### config.mk
export PLATFORM = sky130hd
export DESIGN_NAME = irq_controller
export DESIGN_NICKNAME = d
export VERILOG_FILES = /design/src/rtl/irq_pkg.sv /design/src/rtl/irq_sync_edge.sv /design/src/rtl/irq_controller.sv
export SDC_FILE = /design/constraint.sdc
export NUM_CORES = 1
export LEC_CHECK = 0
export ABC_AREA = 1
export BUFFER_PORTS_ARGS = -buffer_cell sky130_fd_sc_hd__buf_4
export CORE_ASPECT_RATIO = 1.5
export CORE_UTILIZATION = 30
export DETAILED_ROUTE_END_ITERATION = 8
export PLACE_DENSITY_LB_ADDON = 0.1
export SLEW_MARGIN = 20
export SYNTH_ARGS = -nofsm -noshare
export SYNTH_HDL_FRONTEND = slang
export SYNTH_SLANG_ARGS = --single-unit
### constraint.sdc
create_clock -name sysclock -period 3.55 [get_ports sysclock]
set_clock_uncertainty 0.05 [all_clocks]
set_input_delay 0.71 -clock sysclock [delete_from_list [all_inputs] [get_ports sysclock]]
set_output_delay 0.71 -clock sysclock [all_outputs]
set_load 0.05 [all_outputs]
### src/rtl/irq_pkg.sv
// Shared constants and types for the bexkat2 interrupt controller.
package irq_pkg;

  // Register word indices
  localparam logic [2:0] IRQ_PENDING = 3'd0;
  localparam logic [2:0] IRQ_ENABLE  = 3'd1;
  localparam logic [2:0] IRQ_EDGE    = 3'd2;
  localparam logic [2:0] IRQ_CLEAR   = 3'd3;
  localparam logic [2:0] IRQ_FORCE   = 3'd4;
  localparam logic [2:0] IRQ_VECTOR  = 3'd5;

  // Vector encoding towards the CPU
  localparam int VEC_NONE = 0;
  localparam int VEC_NMI  = 1;
  localparam int VEC_BASE = 2;

  // One decoded bus access, valid for the cycle the ack is being raised
  typedef struct packed {
    logic        acc;
    logic        wr;
    logic [2:0]  adr;
    logic [31:0] mask;
    logic [31:0] dat;
  } irq_bus_req_t;

  // Expand byte-lane selects into a bit mask
  function automatic logic [31:0] lane_mask(input logic [3:0] sel);
    lane_mask = {{8{sel[3]}}, {8{sel[2]}}, {8{sel[1]}}, {8{sel[0]}}};
  endfunction

endpackage

### src/rtl/irq_sync_edge.sv
// Single-bit synchroniser with rising-edge detect. prev tracks the
// synchronised value every cycle so mode changes never fake an edge.
module irq_sync_edge
  import irq_pkg::*;
#(
  parameter int SYNC = 2
) (
  input  logic sysclock,
  input  logic rst_i,
  input  logic d,
  output logic q,
  output logic rise
);

  logic prev_q;

  generate
    if (SYNC == 0) begin : g_pass
      assign q = d;
    end else begin : g_sync
      logic [SYNC-1:0] sync_q;

      // Shift the raw request through SYNC flops
      always_ff @(posedge sysclock or posedge rst_i) begin
        if (rst_i) begin
          sync_q <= '0;
        end else begin
          sync_q[0] <= d;
          for (int k = 1; k < SYNC; k++) sync_q[k] <= sync_q[k-1];
        end
      end

      assign q = sync_q[SYNC-1];
    end
  endgenerate

  // Remember last synchronised value for edge detection
  always_ff @(posedge sysclock or posedge rst_i) begin
    if (rst_i) prev_q <= 1'b0;
    else       prev_q <= q;
  end

  assign rise = q & ~prev_q;

endmodule

### src/rtl/irq_controller.sv
// Wishbone-slave interrupt controller: per-source enable and level/edge
// mode, W1C/W1S edge pending, non-maskable fault, registered CPU vector.
module irq_controller
  import irq_pkg::*;
#(
  parameter int NSRC = 6,
  parameter int VECW = 3,
  parameter int SYNC = 2
) (
  input  logic            sysclock,
  input  logic            rst_i,
  input  logic            cyc_i,
  input  logic            stb_i,
  input  logic            we_i,
  input  logic [2:0]      adr_i,
  input  logic [3:0]      sel_i,
  input  logic [31:0]     dat_i,
  output logic [31:0]     dat_o,
  output logic            ack_o,
  input  logic [NSRC-1:0] irq_i,
  input  logic            nmi_i,
  input  logic            int_en,
  output logic [VECW-1:0] cpu_interrupt
);

  generate
    if (NSRC < 1 || NSRC > 32 || (NSRC + 2) > (1 << VECW)) begin : g_bad_param
      $error("irq_controller: NSRC must be 1..32 and NSRC+2 <= 2**VECW");
    end
  endgenerate

  logic [NSRC-1:0] s, rise;
  logic [NSRC-1:0] pending_q, pending_d;
  logic [NSRC-1:0] enable_q, enable_d;
  logic [NSRC-1:0] edge_q, edge_d;
  logic [NSRC-1:0] clr, frc, active;
  logic [VECW-1:0] vec, cpu_q;
  logic [31:0]     dat_q, rdata;
  logic            ack_q;
  irq_bus_req_t    req;

  // Per-source synchroniser and edge detector
  for (genvar i = 0; i < NSRC; i++) begin : g_src
    irq_sync_edge #(.SYNC(SYNC)) u_sync (
      .sysclock (sysclock),
      .rst_i    (rst_i),
      .d        (irq_i[i]),
      .q        (s[i]),
      .rise     (rise[i])
    );
  end

  // Bus decode and register next-state; writes land on the ack-raising edge
  always_comb begin
    req.acc  = cyc_i & stb_i & ~ack_q;
    req.wr   = req.acc & we_i;
    req.adr  = adr_i;
    req.mask = lane_mask(sel_i);
    req.dat  = dat_i;
    enable_d = enable_q;
    edge_d   = edge_q;
    clr      = '0;
    frc      = '0;
    if (req.wr) begin
      case (req.adr)
        IRQ_ENABLE: enable_d = NSRC'((32'(enable_q) & ~req.mask) | (req.dat & req.mask));
        IRQ_EDGE:   edge_d   = NSRC'((32'(edge_q) & ~req.mask) | (req.dat & req.mask));
        IRQ_CLEAR:  clr      = NSRC'(req.dat & req.mask);
        IRQ_FORCE:  frc      = NSRC'(req.dat & req.mask);
        default: ;
      endcase
    end
  end

  // Pending: level sources mirror s; edge sources latch, set beats clear
  always_comb begin
    pending_d = (edge_q & ((pending_q & ~clr) | rise | frc)) | (~edge_q & s);
  end

  // Priority encoder: NMI first, then highest enabled pending index
  always_comb begin
    active = pending_q & enable_q;
    vec    = VECW'(VEC_NONE);
    for (int i = 0; i < NSRC; i++) begin
      if (active[i]) vec = VECW'(i + VEC_BASE);
    end
    if (nmi_i) vec = VECW'(VEC_NMI);
  end

  // Read mux; write-only and unused slots return 0
  always_comb begin
    case (req.adr)
      IRQ_PENDING: rdata = 32'(pending_q);
      IRQ_ENABLE:  rdata = 32'(enable_q);
      IRQ_EDGE:    rdata = 32'(edge_q);
      IRQ_VECTOR:  rdata = 32'(vec);
      default:     rdata = '0;
    endcase
  end

  // State registers, bus response and the gated CPU vector
  always_ff @(posedge sysclock or posedge rst_i) begin
    if (rst_i) begin
      ack_q     <= 1'b0;
      dat_q     <= '0;
      pending_q <= '0;
      enable_q  <= '0;
      edge_q    <= '0;
      cpu_q     <= '0;
    end else begin
      ack_q     <= req.acc;
      dat_q     <= (req.acc & ~we_i) ? rdata : '0;
      pending_q <= pending_d;
      enable_q  <= enable_d;
      edge_q    <= edge_d;
      cpu_q     <= int_en ? vec : '0;
    end
  end

  assign ack_o         = ack_q;
  assign dat_o         = dat_q;
  assign cpu_interrupt = cpu_q;

endmodule

==> out/results.txt <==
The overall power consumption is 1.13 mW. The slowest stage of the critical path belongs to the cell dfrtp_1. The logs give 0 for the number of failing setup endpoints in the final timing report and 0.357 for the utilization after layout.

The total number of placement rows is 38, and the part of the cycle the worst path needs is 0.459. The shortest clock period the worst path allows after layout is 1630 ps. Setup repair after global routing left no endpoint under its margin.

The biggest area contributor in the post-synthesis netlist is dfrtp_1. Timing would allow up to 0.613 GHz. 0 antenna diodes ended up in the layout. The tools report the final-layout setup total negative slack as 0 ps. By startpoint and endpoint, the worst setup path is classified as flop to output pin. The wire length per cell after detailed routing is 10.9 um. The share of final-layout standard cells stronger than drive strength 1 came out at 0.216. Clock-pin slew was measured on the worst setup and hold paths at 80 ps. The number of design-rule violations left by the first detailed-router iteration was 91. The kind of cell adding the most delay to the critical path is flip-flops.

The worst setup path is launched from a flop. The tightest min-delay check is of the flop to flop type. Port buffering added 32 buffers. The design area is 2580 um2, and the area added between synthesis and finish is 14.6%. Number of cells produced by synthesis: 265. For this run, the detailed router's first-pass iteration total came to 4. Once placement finished, the instance area stood at 2490 um2. The endpoint kind of the worst setup timing path was an output pin. After the last flow step, the layout net total stands at 352. Fraction of post-synthesis cell area in the top cell type by area: 0.511. The H-tree depth came out at 2. Clock insertion delay at the later pin of the skew report: 300 ps. The tools report the CTS buffer count as 5. The logs give 233 uV for the maximum vdd drop and 7860 um2 for the overall die area. Traced cell by cell, the critical path runs through buf_4. The CTS sink count was 46.

Along the worst path, the maximum fanout reaches 2. Sorting the synthesized cells by area gives the leading types as dfrtp_1 51%, nand2_1 11%, buf_4 8.7%, inv_1 6.2%, nor2_1 5.7%. Dividing the detail-routed via count by the number of cells gives 4.01.

Routability-driven placement finished with a final weighted congestion of 0.749. The tools report the global-route usage over all layers as 0.125. Synthesis inferred 46 register bits. The first-pass GRT wire length was 7130 um. TritonCTS built the clock tree. The tools report the number of failing hold endpoints at the final stage as 0. Dividing total power by cell area gives a power density of 438 nW/um2. The run gives 7230 um2 as the floorplan core area. The tools report the unique cell type count in the Yosys netlist as 20. The tools report the vias after detailed routing as 1607. In this run the vertical extent of the chip is 108 um. Across the run, the number of max-cap violations was 0. The number of max-slew violations in the final report came out at 0. The logs give 0.462 for the remaining max-slew budget at the tightest pin and 0 for the number of remaining DRC errors. The maximum number of pins on one net before global-route repair is 47, and the post-CTS setup buffer count is 0.

The number of filler cells placed in the layout was 783; the number of top-level pins was 88. The tools report the global route total overflow as 0. The floorplan step set the die width to 72.7 um. The logs give 870 ps for the arrival time of the worst setup path and 0 for the initial antenna violation count. The average cell area after synthesis works out to 8.50 um2. The count of instances resized after the clock tree is built came out at 0.

The synthesis warning total is 0. The largest buffer count on any clock path came out at 2. The part of the Yosys area used for sequential elements is 0.511, and the post-cts hold buffer count is 0. Delay of the slowest critical-path stage: 380 ps. The data required time of the critical path is 2790 ps. Setup slack on the critical path of the routed design comes to 1920 ps. The post-DP HPWL is 3180 um.

The count of nets left with antenna violations once routing finished came out at 0. The cell area after synthesis was 2250 um2. The starting density of the core is 0.312.

For this design the static power due to leakage is 1.36 nW. Wires add up to 4370 um. The via count of the first global-routing pass was 1491.

The run gives 1580 ps as the worst slack after detailed placement. For the pin with the worst max-slew slack, the measured transition is 806 ps. Clock tree synthesis selected as its root buffer the cell clkbuf_8. The run finished with clean final reports. The number of buffers and inverters on the critical path works out to 1.
[path summary, 6_finish.rpt]
path                       slack, ps                              from                          endpoint  cells past startpoint
max                             1920                             ack_o                             ack_o                      1
min                              300  g_src[5].u_sync.g_sync.sync_q[0]  g_src[5].u_sync.g_sync.sync_q[1]                      0
max reg2reg                     1970                             ack_o                              flop                      6
min reg2reg                      300  g_src[5].u_sync.g_sync.sync_q[0]  g_src[5].u_sync.g_sync.sync_q[1]                      0
max in group asynchronous       2480                             rst_i                      pending_q[0]                      2
min in group asynchronous        490                             rst_i  g_src[3].u_sync.g_sync.sync_q[0]                      2
[where the power goes]
group	internal [mW]	total, mW	switching, mW	leakage (nW)
Combinational	0.0586	0.212	0.154	0.734
Clock	0.157	0.332	0.175	0.0482
Sequential	0.562	0.586	0.0247	0.577
[final cells by class]
type / count / area (um2) / area share
timing repair buffer: 32 / 240 / 0.0931
inverter: 40 / 151 / 0.0587
multi-input combinational: 175 / 822 / 0.318
clock inverter: 1 / 5.00 / 0.00194
tap: 100 / 125 / 0.0485
sequential: 46 / 1150 / 0.446
clock buffer: 7 / 86.3 / 0.0334
[layer usage]
layer,vias to the layer above,wire length [um],track usage
met5,-,0,0
met4,0,89,0.0588
met3,5,244,0.0308
met2,56,2110,0.211
met1,728,1920,0.148
li1,818,-,-
[cells in the final DEF (no fill, tap or decap), types with 3 or more instances in the layout]
master    netlist  layout
nand2_1        67      67
a21oi_1        10      10
nand3_1         5       5
nor2_2          3       3
o21ai_2        12      12
inv_2           3       3
inv_1          37      36
clkbuf_8        0       6
a21boi_0        7       7
conb_1          1      26
nand3_2         3       3
buf_4          26      32
dfrtp_1        46      46
nor2_1         34      34
[synthesized netlist by cell type]
master,number
inv_2,3
buf_2,1
nand2_2,2
buf_6,2
o211ai_1,2
nor2_1,34
nand4_1,1
nor2_4,2
a21boi_0,7
nand3_1,5
nand3_2,3
buf_4,26
dfrtp_1,46
o21ai_2,12
nand3b_1,1
inv_1,37
a21oi_1,10
nor2_2,3
nand2_1,67
conb_1,1
[per-stage QoR]
step / hold WS, ps / cells
final: 302 / 401
after global routing: 310 / 401
after CTS: 305 / 401
after detailed placement: 285 / 393
after global placement: 282 / 393
after floorplan: 281 / 290
[logic make-up (layout without fill, tap and decap cells)]
logic type             count (synthesis)  after routing  synth area share
and+or+nand+nor                      118            118             0.223
buffers and inverters                 69             80             0.166
DFF                                   46             46             0.511
AOI/OAI and AO/OA                     31             31            0.0989
other                                  1             26           0.00167
(Power assumes the default switching activity.)
